`src/rtl/harris_pkg.sv`:
```
// Shared types and constants for the Harris pass sequencer: FSM states, pass stages
// and the 3x3 window tap offsets in row-major order.
package harris_pkg;

  typedef enum logic [2:0] {
    IDLE,
    LOAD,
    SOBEL,
    GAUSS,
    RESP,
    WAIT_ACK,
    DONE
  } seq_state_t;

  typedef enum logic [1:0] {
    STG_SOBEL = 2'd0,
    STG_GAUSS = 2'd1,
    STG_RESP  = 2'd2
  } stage_t;

  localparam int NUM_TAPS = 9;
  localparam logic [3:0] LAST_TAP = 4'(NUM_TAPS - 1);

  // Row offset (dr) and column offset (dc) for taps 0..8, raster order over the window.
  localparam logic signed [1:0] TAP_DR [NUM_TAPS] = '{
    -2'sd1, -2'sd1, -2'sd1, 2'sd0, 2'sd0, 2'sd0, 2'sd1, 2'sd1, 2'sd1
  };
  localparam logic signed [1:0] TAP_DC [NUM_TAPS] = '{
    -2'sd1, 2'sd0, 2'sd1, -2'sd1, 2'sd0, 2'sd1, -2'sd1, 2'sd0, 2'sd1
  };

  function automatic stage_t following_stage(stage_t s);
    following_stage = STG_RESP;
    case (s)
      STG_SOBEL: following_stage = STG_GAUSS;
      STG_GAUSS: following_stage = STG_RESP;
      default:   following_stage = STG_RESP;
    endcase
  endfunction

endpackage

```
`src/rtl/harris_tap_addr_gen.sv`:
```
// Combinational window-tap address generator: (row, col, tap) -> (RAM address, pad flag).
// HARRIS_BORDER_CLAMP_EN selects edge replication; otherwise padded taps read the center pixel.
module harris_tap_addr_gen
  import harris_pkg::*;
#(
  parameter int N       = 8,
  parameter int bitSize = $clog2(N * N),
  parameter int RCW     = (N > 1) ? $clog2(N) : 1
) (
  input  logic [RCW-1:0]     row,
  input  logic [RCW-1:0]     col,
  input  logic [3:0]         tap_idx,
  output logic [bitSize-1:0] addr,
  output logic               pad
);

  // Two extra bits give a sign bit plus headroom for col+1 == N.
  localparam int AW = bitSize + 2;
  localparam logic signed [AW-1:0] MAXC = AW'(N - 1);
  localparam logic signed [AW-1:0] NS   = AW'(N);

  logic signed [1:0]    dr;
  logic signed [1:0]    dc;
  logic signed [AW-1:0] row_s;
  logic signed [AW-1:0] col_s;
  logic signed [AW-1:0] tap_r;
  logic signed [AW-1:0] tap_c;
  logic signed [AW-1:0] eff_r;
  logic signed [AW-1:0] eff_c;

  always_comb begin
    dr = 2'sd0;
    dc = 2'sd0;
    if (tap_idx <= LAST_TAP) begin
      dr = TAP_DR[tap_idx];
      dc = TAP_DC[tap_idx];
    end

    row_s = $signed({{(AW - RCW){1'b0}}, row});
    col_s = $signed({{(AW - RCW){1'b0}}, col});
    tap_r = row_s + AW'(dr);
    tap_c = col_s + AW'(dc);

    pad = tap_r[AW-1] || (tap_r > MAXC) || tap_c[AW-1] || (tap_c > MAXC);

`ifdef HARRIS_BORDER_CLAMP_EN
    eff_r = tap_r[AW-1] ? '0 : ((tap_r > MAXC) ? MAXC : tap_r);
    eff_c = tap_c[AW-1] ? '0 : ((tap_c > MAXC) ? MAXC : tap_c);
`else
    eff_r = pad ? row_s : tap_r;
    eff_c = pad ? col_s : tap_c;
`endif

    addr = bitSize'(eff_r * NS + eff_c);
  end

endmodule

```
`src/rtl/harris_pass_sequencer.sv`:
```
// Frame scheduler: loads an N*N frame, then walks SOBEL, GAUSS and RESP passes issuing
// 9 tap reads per center. Border policy follows HARRIS_BORDER_CLAMP_EN (see tap_addr_gen).
module harris_pass_sequencer
  import harris_pkg::*;
#(
  parameter int  N          = 8,
  parameter int  pixelWidth = 8,
  localparam int bitSize    = $clog2(N * N)
) (
  input  logic                  clk,
  input  logic                  rst_n,
  input  logic                  we,
  input  logic [pixelWidth-1:0] data_in,
  input  logic                  op_ready,
  input  logic                  pass_ack,
  output logic                  ram_we,
  output logic [bitSize-1:0]    ram_waddr,
  output logic [pixelWidth-1:0] ram_wdata,
  output logic [bitSize-1:0]    ram_raddr,
  output logic                  tap_vld,
  output logic [3:0]            tap_idx,
  output logic                  tap_pad,
  output logic [1:0]            stage,
  output logic                  pass_done,
  output logic                  frame_done,
  output logic                  busy,
  output logic                  ovf
);

  localparam int RCW = (N > 1) ? $clog2(N) : 1;
  localparam logic [bitSize-1:0] LAST_PIX = bitSize'(N * N - 1);
  localparam logic [RCW-1:0]     LAST_RC  = RCW'(N - 1);

  seq_state_t state_q, state_d;
  stage_t     pass_q, pass_d;

  logic [bitSize-1:0] load_cnt_q, load_cnt_d;
  logic [RCW-1:0]     row_q, row_d;
  logic [RCW-1:0]     col_q, col_d;
  logic [3:0]         tap_q, tap_d;
  logic [bitSize-1:0] raddr_q, raddr_d;

  // Issue stage: describes the tap whose address sits in raddr_q this cycle.
  logic       iss_vld_q, iss_vld_d;
  logic [3:0] iss_idx_q, iss_idx_d;
  logic       iss_pad_q, iss_pad_d;
  stage_t     iss_stage_q, iss_stage_d;
  logic       iss_last_q, iss_last_d;

  // Output stage: aligned with read data returning from the RAM.
  logic       tap_vld_q, tap_vld_d;
  logic [3:0] tap_idx_q, tap_idx_d;
  logic       tap_pad_q, tap_pad_d;
  logic [1:0] stage_q, stage_d;
  logic       pass_done_q, pass_done_d;
  logic       frame_done_q, frame_done_d;
  logic       busy_q, busy_d;
  logic       ovf_q, ovf_d;

  logic [bitSize-1:0] gen_addr;
  logic               gen_pad;
  logic               load_ok;

  harris_tap_addr_gen #(
    .N       (N),
    .bitSize (bitSize),
    .RCW     (RCW)
  ) u_tap_addr_gen (
    .row     (row_q),
    .col     (col_q),
    .tap_idx (tap_q),
    .addr    (gen_addr),
    .pad     (gen_pad)
  );

  always_comb begin
    load_ok   = (state_q == IDLE) || (state_q == LOAD);
    ram_we    = we & load_ok;
    ram_waddr = load_cnt_q;
    ram_wdata = ram_we ? data_in : '0;
  end

  always_comb begin
    state_d      = state_q;
    pass_d       = pass_q;
    load_cnt_d   = load_cnt_q;
    row_d        = row_q;
    col_d        = col_q;
    tap_d        = tap_q;
    raddr_d      = raddr_q;
    iss_vld_d    = 1'b0;
    iss_idx_d    = iss_idx_q;
    iss_pad_d    = iss_pad_q;
    iss_stage_d  = iss_stage_q;
    iss_last_d   = 1'b0;
    frame_done_d = 1'b0;

    case (state_q)
      IDLE: begin
        if (we) begin
          state_d    = LOAD;
          load_cnt_d = bitSize'(1);
        end
      end
      LOAD: begin
        if (we) begin
          if (load_cnt_q == LAST_PIX) begin
            load_cnt_d = '0;
            state_d    = SOBEL;
            pass_d     = STG_SOBEL;
          end else begin
            load_cnt_d = load_cnt_q + 1'b1;
          end
        end
      end
      SOBEL, GAUSS, RESP: begin
        if (op_ready) begin
          raddr_d     = gen_addr;
          iss_vld_d   = 1'b1;
          iss_idx_d   = tap_q;
          iss_pad_d   = gen_pad;
          iss_stage_d = pass_q;
          if (tap_q == LAST_TAP) begin
            tap_d = '0;
            if (col_q == LAST_RC) begin
              col_d = '0;
              if (row_q == LAST_RC) begin
                row_d      = '0;
                iss_last_d = 1'b1;
                state_d    = WAIT_ACK;
              end else begin
                row_d = row_q + 1'b1;
              end
            end else begin
              col_d = col_q + 1'b1;
            end
          end else begin
            tap_d = tap_q + 1'b1;
          end
        end
      end
      WAIT_ACK: begin
        if (pass_ack) begin
          if (pass_q == STG_RESP) begin
            state_d      = DONE;
            frame_done_d = 1'b1;
          end else begin
            pass_d  = following_stage(pass_q);
            state_d = (pass_q == STG_SOBEL) ? GAUSS : RESP;
          end
        end
      end
      DONE:    state_d = IDLE;
      default: state_d = IDLE;
    endcase

    tap_vld_d   = iss_vld_q;
    tap_idx_d   = iss_vld_q ? iss_idx_q : 4'd0;
    tap_pad_d   = iss_vld_q & iss_pad_q;
    stage_d     = iss_vld_q ? iss_stage_q : 2'd0;
    pass_done_d = iss_vld_q & iss_last_q;
    busy_d      = (state_d != IDLE);
    ovf_d       = ovf_q | (we & ~load_ok);
  end

  always_ff @(posedge clk or negedge rst_n) begin
    if (!rst_n) begin
      state_q      <= IDLE;
      pass_q       <= STG_SOBEL;
      load_cnt_q   <= '0;
      row_q        <= '0;
      col_q        <= '0;
      tap_q        <= '0;
      raddr_q      <= '0;
      iss_vld_q    <= 1'b0;
      iss_idx_q    <= '0;
      iss_pad_q    <= 1'b0;
      iss_stage_q  <= STG_SOBEL;
      iss_last_q   <= 1'b0;
      tap_vld_q    <= 1'b0;
      tap_idx_q    <= '0;
      tap_pad_q    <= 1'b0;
      stage_q      <= '0;
      pass_done_q  <= 1'b0;
      frame_done_q <= 1'b0;
      busy_q       <= 1'b0;
      ovf_q        <= 1'b0;
    end else begin
      state_q      <= state_d;
      pass_q       <= pass_d;
      load_cnt_q   <= load_cnt_d;
      row_q        <= row_d;
      col_q        <= col_d;
      tap_q        <= tap_d;
      raddr_q      <= raddr_d;
      iss_vld_q    <= iss_vld_d;
      iss_idx_q    <= iss_idx_d;
      iss_pad_q    <= iss_pad_d;
      iss_stage_q  <= iss_stage_d;
      iss_last_q   <= iss_last_d;
      tap_vld_q    <= tap_vld_d;
      tap_idx_q    <= tap_idx_d;
      tap_pad_q    <= tap_pad_d;
      stage_q      <= stage_d;
      pass_done_q  <= pass_done_d;
      frame_done_q <= frame_done_d;
      busy_q       <= busy_d;
      ovf_q        <= ovf_d;
    end
  end

  assign ram_raddr  = raddr_q;
  assign tap_vld    = tap_vld_q;
  assign tap_idx    = tap_idx_q;
  assign tap_pad    = tap_pad_q;
  assign stage      = stage_q;
  assign pass_done  = pass_done_q;
  assign frame_done = frame_done_q;
  assign busy       = busy_q;
  assign ovf        = ovf_q;

endmodule

```
`config.mk`:
```
export PLATFORM = sky130hd
export DESIGN_NAME = harris_pass_sequencer
export DESIGN_NICKNAME = d
export VERILOG_FILES = /design/src/rtl/harris_pkg.sv /design/src/rtl/harris_tap_addr_gen.sv /design/src/rtl/harris_pass_sequencer.sv
export SDC_FILE = /design/constraint.sdc
export NUM_CORES = 1
export LEC_CHECK = 0
export ABC_AREA = 1
export CORE_ASPECT_RATIO = 0.75
export CORE_MARGIN = 3
export CORE_UTILIZATION = 51
export CTS_BUF_LIST = sky130_fd_sc_hd__clkbuf_2
export CTS_CLUSTER_SIZE = 20
export DETAILED_ROUTE_END_ITERATION = 7
export MAX_ROUTING_LAYER = met4
export PLACE_DENSITY_LB_ADDON = 0.12
export SKIP_CTS_REPAIR_TIMING = 1
export SLEW_MARGIN = 10
export SYNTH_ARGS = -nofsm -noshare
export SYNTH_HDL_FRONTEND = slang
export SYNTH_SLANG_ARGS = --single-unit
```
`constraint.sdc`:
```
create_clock -name clk -period 2.9 [get_ports clk]
set_input_delay 0.58 -clock clk [delete_from_list [all_inputs] [get_ports clk]]
set_output_delay 0.58 -clock clk [all_outputs]
set_load 0.01 [all_outputs]
```
==> metrics.yaml, run 1 <==
synth.distinct_cells: 36
chipHeight_um: 68.09
dr.pass1.iters: 5
final_util: 0.7002
synthArstFlopShare: 1.000
vias_per_cell: 5.070
cts_sinks: 48
synth_largest_area_cell: "dfrtp_1"
arrival_ns: 2.99
drc: 0
regToRegEndpoint: "ram_raddr[3]"
final.min_clock_period_ns: 2.660
synth_area_per_cell_sq_um: 8.348
numCtsBuffers: 5
setup_viol: 0
hold_slack_ns: 0.4708
yosys_warnings: 0
cp_max_fo: 7
netSwitchingPower_uw: 357.0
post_route_cells_drive_above_1_share: 0.1436
ys_seq_area_frac: 0.4582
wl_um: 5483
cts-root-buf: "clkbuf_2"
ant_nets: 0
num_rows: 21
finalCritPeriodShare: 0.9173
p_clk_frac: 0.303
top_level_ports: 46
path_clk_slew_ns: 0.23
synth_nets: 343
p_leak_nw: 1.682
clk_latency_ns: 0.41
clockBufferDepth: 2
initial_core_util: 0.5573
num-fill-cells: 351
io_buffers: 45
worstPathRequired_ns: 3.23
grt_pass1_wl_um: 9446
p_int_mw: 1.063
seqPwrFrac: 0.525
outcome: "finished clean"
n_antenna_cell: 0
rsz0062_at_grt: "false"
finalClockSkew_ns: 0.01128
grt-ovfl-total: 0
reg2reg_from: "tap_q[0]"
synth_edf_count: 0
dp_hpwl_um: 4154
swShare: 0.2514
netlist_instances: 314
maxCapViolCount: 0
placed_area_sq_mm: 0.003143
die_w_um: 88.78
wl_per_cell_um: 12.87
final_design_area_no_fill_sq_mm: 0.003293
slew_violations: 0
whs_endpoint: "pass_done"
htree_levels: 2
synth_seq_cells: 48
num_vias: 2160
drt-initial-drc-count: 175
grt_max_degree: 39
final-hold-violation-count: 0
irDropWorstVdd_v: 0.0003273
grt_pass1_vias: 2073
gp_congestion: 0.8915
r2r_setup_slack_ns: 0.24
power_density_mw_per_mm2: 431.2
p_comb_frac: 0.172
netlist_area_sq_mm: 0.002621
grt_use_total: 0.2088
synth_top_area_share: 0.4582
cts_tree: "built"
min_path_cells: 2
core_sq_mm: 0.004703
antenna_found_initial: 0
fmax_mhz: 375.9
synthFlopType: "dfrtp_1"
setup.worst_path.start_class: "register"
area_delta_synth_final_pct: 25.63
yosys-top-cells-area: "dfrtp_1 46%, nand2_1 9.6%, ha_1 7.2%"
post-place-ws_ns: 0.03812
critPathKind: "reg2reg"
min_path_type: "reg2reg"
nets: 398
worstSetupEndpointType: "register"
timing.final.ws_setup_ns: 0.2398
die_area_sq_mm: 0.006045
worstRegToRegCells: 21
hold_start: "iss_last_q"
==> metrics by stage <==
stage / total power [mW] / cells / TNS [ns]
finish: 1.420 / 426 / 0
global route: 1.499 / 426 / 0
CTS: 1.434 / 422 / -0.01466
detailed placement: 0.9968 / 415 / 0
global placement: 0.9956 / 415 / 0
floorplan: 0.8658 / 314 / 0
==> power groups by stage <==
stage	Clock, mW	Combinational, mW	Sequential [mW]
CTS	0.446	0.243	0.745
floorplan	0	0.0999	0.766
detailed placement	0	0.240	0.756
finish	0.431	0.244	0.745
global route	0.476	0.271	0.753
global placement	0	0.238	0.758
==> worst max-delay path, stage by stage, from the launching register on <==
cell and delay [ns]:
dfrtp_1 0.46, ha_1 0.21, inv_1 0.07, ha_2 0.18, inv_1 0.06, nor2_4 0.12
nand2_2 0.07, nand2_1 0.07, inv_1 0.04, ha_1 0.19, inv_2 0.07, nand4_1 0.12
nand3_2 0.12, nor2_4 0.05, nand2_4 0.06, buf_6 0.13, inv_4 0.05, nand2_1 0.05
o21ai_1 0.06, ha_1 0.29, nand2_1 0.07, nand2_1 0.05
==> layout make-up <==
cell class	count	area, sq um	area share
Clock buffer	5	25.02	0.007599
Multi-Input combinational cell	201	1200	0.3644
Tap cell	57	71.32	0.02166
Clock inverter	2	60.06	0.01824
Inverter	61	231.5	0.07029
Timing Repair Buffer	52	504.2	0.1531
Sequential cell	48	1201	0.3647
==> metal layers <==
layer	routed length [um]	track usage	up-vias
met2	2365	0.3083	67
met1	2765	0.2915	986
li1	-	-	1105
met5	0	-	-
met4	25	0.06415	0
met3	326	0.04091	2
==> synthesized netlist by cell type, types with 2 or more instances <==
cell,count
nor2_2,6
inv_1,50
nand2_2,2
nand2_1,67
nor3_1,2
nor2_1,19
inv_2,9
nand2_4,2
buf_2,2
conb_1,2
xnor2_1,2
nor2_4,2
dfrtp_1,48
nand3_2,4
nand4_1,6
o21a_1,3
o21ai_1,4
nand3_1,20
nor3b_2,2
clkbuf_1,2
a21oi_1,10
o21ai_0,22
ha_1,15
==> worst max path at each step <==
| stage | startpoint | to | cells after the start |
|---|---|---|---|
| floorplan | tap_q[0] | ram_raddr[4] | 12 |
| global route | tap_q[0] | ram_raddr[3] | 20 |
| detailed placement | tap_q[0] | ram_raddr[3] | 21 |
| CTS | tap_q[0] | ram_raddr[3] | 21 |
| finish | tap_q[0] | ram_raddr[3] | 21 |
| global placement | tap_q[0] | ram_raddr[3] | 16 |
==> state kept, by name (all words and copies together) (netlist names) <==
| signal | count |
|---|---|
| tap_q | 4 |
| pass_q | 2 |
| iss_stage_q | 2 |
| row_q | 3 |
| iss_last_q | 1 |
| iss_vld_q | 1 |
| tap_pad | 1 |
| col_q | 3 |
| tap_idx | 4 |
| ram_waddr | 6 |
| state_q | 3 |
| iss_idx_q | 4 |
| ovf | 1 |
| iss_pad_q | 1 |
| stage | 2 |
| ram_raddr | 6 |
| pass_done | 1 |
| frame_done | 1 |
| tap_vld | 1 |
| busy | 1 |
==> cells in the final DEF (no fill, tap or decap), types with 2 or more instances in the layout <==
cell type	instances
clkbuf_2	5
nand2_4	2
nand2_1	66
xnor2_1	2
ha_1	12
nor2_4	3
nand3_2	4
o21ai_1	6
nor2_1	18
nand3_1	20
conb_1	2
a21oi_1	10
dfrtp_1	48
nand4_1	6
nor3b_2	2
o21ai_0	20
nor2_2	6
inv_1	47
buf_4	5
inv_2	12
bufinv_16	2
ha_2	2
clkdlybuf4s50_1	44
nand2_2	3
nor3_1	2
o21a_1	3
==> kinds of logic after synthesis <==
group	Yosys count	share of synthesized area
and+or+nand+nor	134	0.2473
buffers and inverters	65	0.09451
DFF	48	0.4582
AOI/OAI and AO/OA	46	0.1079
adders and majority gates	16	0.07924
xor gates and xnor gates	3	0.01003
other	2	0.002865
(Power assumes the default switching activity.)
==> run 2, diff against run 1 <==
--- a/config.mk
+++ b/config.mk
@@ -13,7 +13,7 @@
 export CTS_CLUSTER_SIZE = 20
 export DETAILED_ROUTE_END_ITERATION = 7
 export MAX_ROUTING_LAYER = met4
-export PLACE_DENSITY_LB_ADDON = 0.12
+export PLACE_DENSITY = 0.81
 export SKIP_CTS_REPAIR_TIMING = 1
 export SLEW_MARGIN = 10
 export SYNTH_ARGS = -nofsm -noshare
==> run 2 against run 1 <==
Against the previous run: routed wire length increased by 1.6%; cell area decreased by 1.6%; cell count increased by 0.23%; first-iteration DRC count increased by 13%; combinational power about the same; critical path type unchanged; critical endpoint is now ram_raddr[4].
==> metrics.yaml, run 2 (synthesis results as in run 1) <==
outcome: "finished clean"  # unchanged
die_area_sq_mm: 0.006045  # unchanged
die_w_um: 88.78  # unchanged
p_clk_frac: 0.221  # was 0.303
crit_slowest_cell: "dfrtp_1"  # unchanged
area_delta_synth_final_pct: 23.58  # was 25.63%
irDropWorstVdd_v: 0.0004019  # was 0.0003273 V
num_vias: 2219  # was 2,160
cp_cell_sequence: "inv_1 > ha_4 > a21oi_1 > a31oi_1 > ha_1 > ha_1 > inv_1 > nand4_1 > nand3_2 > nor2_4 > nand2_4 > nand2_1 > o21ai_1 > fa_1 > o21ai_1"  # was ha_1 > inv_1 > ha_2 > inv_1 > nor2_4 > nand2_2 > nand2_1 > inv_1 > ha_1 > inv_2 > nand4_1 > nand3_2 > nor2_4 > nand2_4 > buf_6 > inv_4 > nand2_1 > o21ai_1 > ha_1 > nand2_1 > nand2_1
final_common_cell: "nand2_1"  # unchanged
worstSetupEndpointType: "register"  # unchanged
grt_max_degree: 30  # was 39
chipHeight_um: 68.09  # unchanged
finalCritPeriodShare: 0.9249  # was 0.9173
cts_tree: "built"  # unchanged
crit_family: "adder cells"  # unchanged
placed_area_sq_mm: 0.003143  # unchanged
worstPathRequired_ns: 3.27  # was 3.23 ns
p_comb_frac: 0.193  # was 0.172
final_cell_mix: "67 x nand2_1, 49 x inv_1, 48 x dfrtp_1"  # was 66 x nand2_1, 48 x dfrtp_1, 47 x inv_1
finalClockSkew_ns: 0.01951  # was 0.01128 ns
maxCapViolCount: 0  # unchanged
layout.cells.non_filler: 427  # was 426
gp_congestion: 0.9821  # was 0.8915
ant_nets: 0  # unchanged
dr.pass1.iters: 5  # unchanged
cts_sinks: 48  # unchanged
critPathLaunch: "tap_q[0]"  # unchanged
wl_per_cell_um: 13.05  # was 12.87 um
swShare: 0.2948  # was 0.2514
grt_pass1_wl_um: 9528  # was 9446 um
dp.cells: 415  # unchanged
clockBufferDepth: 2  # unchanged
wl_um: 5573  # was 5483 um
vias_per_cell: 5.197  # was 5.070
io_buffers: 45  # unchanged
seqPwrFrac: 0.586  # was 0.525
final.min_clock_period_ns: 2.682  # was 2.660 ns
p_leak_nw: 1.664  # was 1.682 nW
final_design_area_no_fill_sq_mm: 0.003239  # was 0.003293 sq mm
antenna_found_initial: 0  # unchanged
initial_core_util: 0.5573  # unchanged
clk_latency_ns: 0.42  # was 0.41 ns
core_sq_mm: 0.004703  # unchanged
num-fill-cells: 375  # was 351
fmax_mhz: 372.8  # was 375.9 MHz
path_clk_slew_ns: 0.26  # was 0.23 ns
dp_hpwl_um: 4367  # was 4154 um
drt-initial-drc-count: 198  # was 175
num_rows: 21  # unchanged
critPathKind: "reg2reg"  # unchanged
multiInputGateArea_sq_mm: 0.001192  # was 0.001200 sq mm
cts-root-buf: "clkbuf_2"  # unchanged
cp.buffers_inverters: 2  # was 6
grt_use_total: 0.2113  # was 0.2088
post_route_cells_drive_above_1_share: 0.1405  # was 0.1436
slew_violations: 0  # unchanged
grt-ovfl-total: 0  # unchanged
p_int_uw: 896.6  # was 1.063 mW
arrival_ns: 3.06  # was 2.99 ns
htree_levels: 2  # unchanged
min_path_type: "in2async"  # was reg2reg
rsz0062_at_grt: "false"  # unchanged
n_antenna_cell: 0  # unchanged
setup_viol: 0  # unchanged
power_density_mw_per_mm2: 392.5  # was 431.2 mW/mm^2
netSwitchingPower_uw: 374.8  # was 357.0 uW
grt_pass1_vias: 2076  # was 2,073
nets: 398  # unchanged
top_level_ports: 46  # unchanged
final-hold-violation-count: 0  # unchanged
drc: 0  # unchanged
reg2reg_from: "tap_q[0]"  # unchanged
slowest_delay_ns: 0.45  # was 0.46 ns
final-seq-area_sq_mm: 0.001201  # unchanged
numCtsBuffers: 5  # unchanged
setup.worst_path.start_class: "register"  # unchanged
cp_max_fo: 7  # unchanged
tns_ns: 0  # unchanged
==> run 2: cell count changes in the layout (fill, tap and decap cells not counted), sizes merged <==
| cell | delta |
|---|---|
| buf | +1 |
| bufinv | -2 |
| clkinv | +2 |
| clkinvlp | +1 |
| dlygate4sd3 | -1 |
==> run 2: power by group through the flow <==
| stage | combinational (mW) | clock [mW] | sequential, mW |
|---|---|---|---|
| after detailed placement | 0.244 | 0 | 0.757 |
| final | 0.245 | 0.282 | 0.745 |
| after global routing | 0.274 | 0.327 | 0.753 |
| after floorplan | 0.0999 | 0 | 0.766 |
| after CTS | 0.245 | 0.296 | 0.745 |
| after global placement | 0.238 | 0 | 0.756 |
==> run 2: worst paths after layout <==
kind / end / slack (ns) / cells after the start
setup / recovery: ram_raddr[4] / 0.22 / 15
hold / removal: tap_vld / 0.05 / 1
setup reg to reg: ram_raddr[4] / 0.22 / 15
hold reg to reg: pass_done / 0.49 / 2
max in group asynchronous: ram_raddr[0] / 2.10 / 2
min in group clk: pass_done / 0.49 / 2
==> run 2: per-layer routing <==
layer,wire [um],vias to the layer above,GRT usage
met2,2497,65,0.3250
met4,48,0,0.04717
met5,0,-,-
met1,2786,1042,0.2927
met3,240,6,0.03971
li1,-,1106,-
==> run 2: stage by stage <==
stage               power (mW)    util  setup WS (ns)  hold slack [ns]
global route             1.355  0.6887        0.02236          0.01742
detailed placement       1.001  0.6683         0.1090           0.4443
finish                   1.271  0.6887         0.2178          0.05417
CTS                      1.285  0.6781        0.07084          0.04892
floorplan               0.8658       -         0.3127           0.2844
global placement        0.9944  0.6683         0.1713           0.4442
==> run 2: area by class of cell <==
cell class                 instances  area share
tap                               57     0.02202
sequential                        48      0.3708
timing repair buffer              52      0.1537
inverter                          61     0.07107
multi-input combinational        201      0.3681
clock buffer                       5    0.007725
clock inverter                     3    0.006566
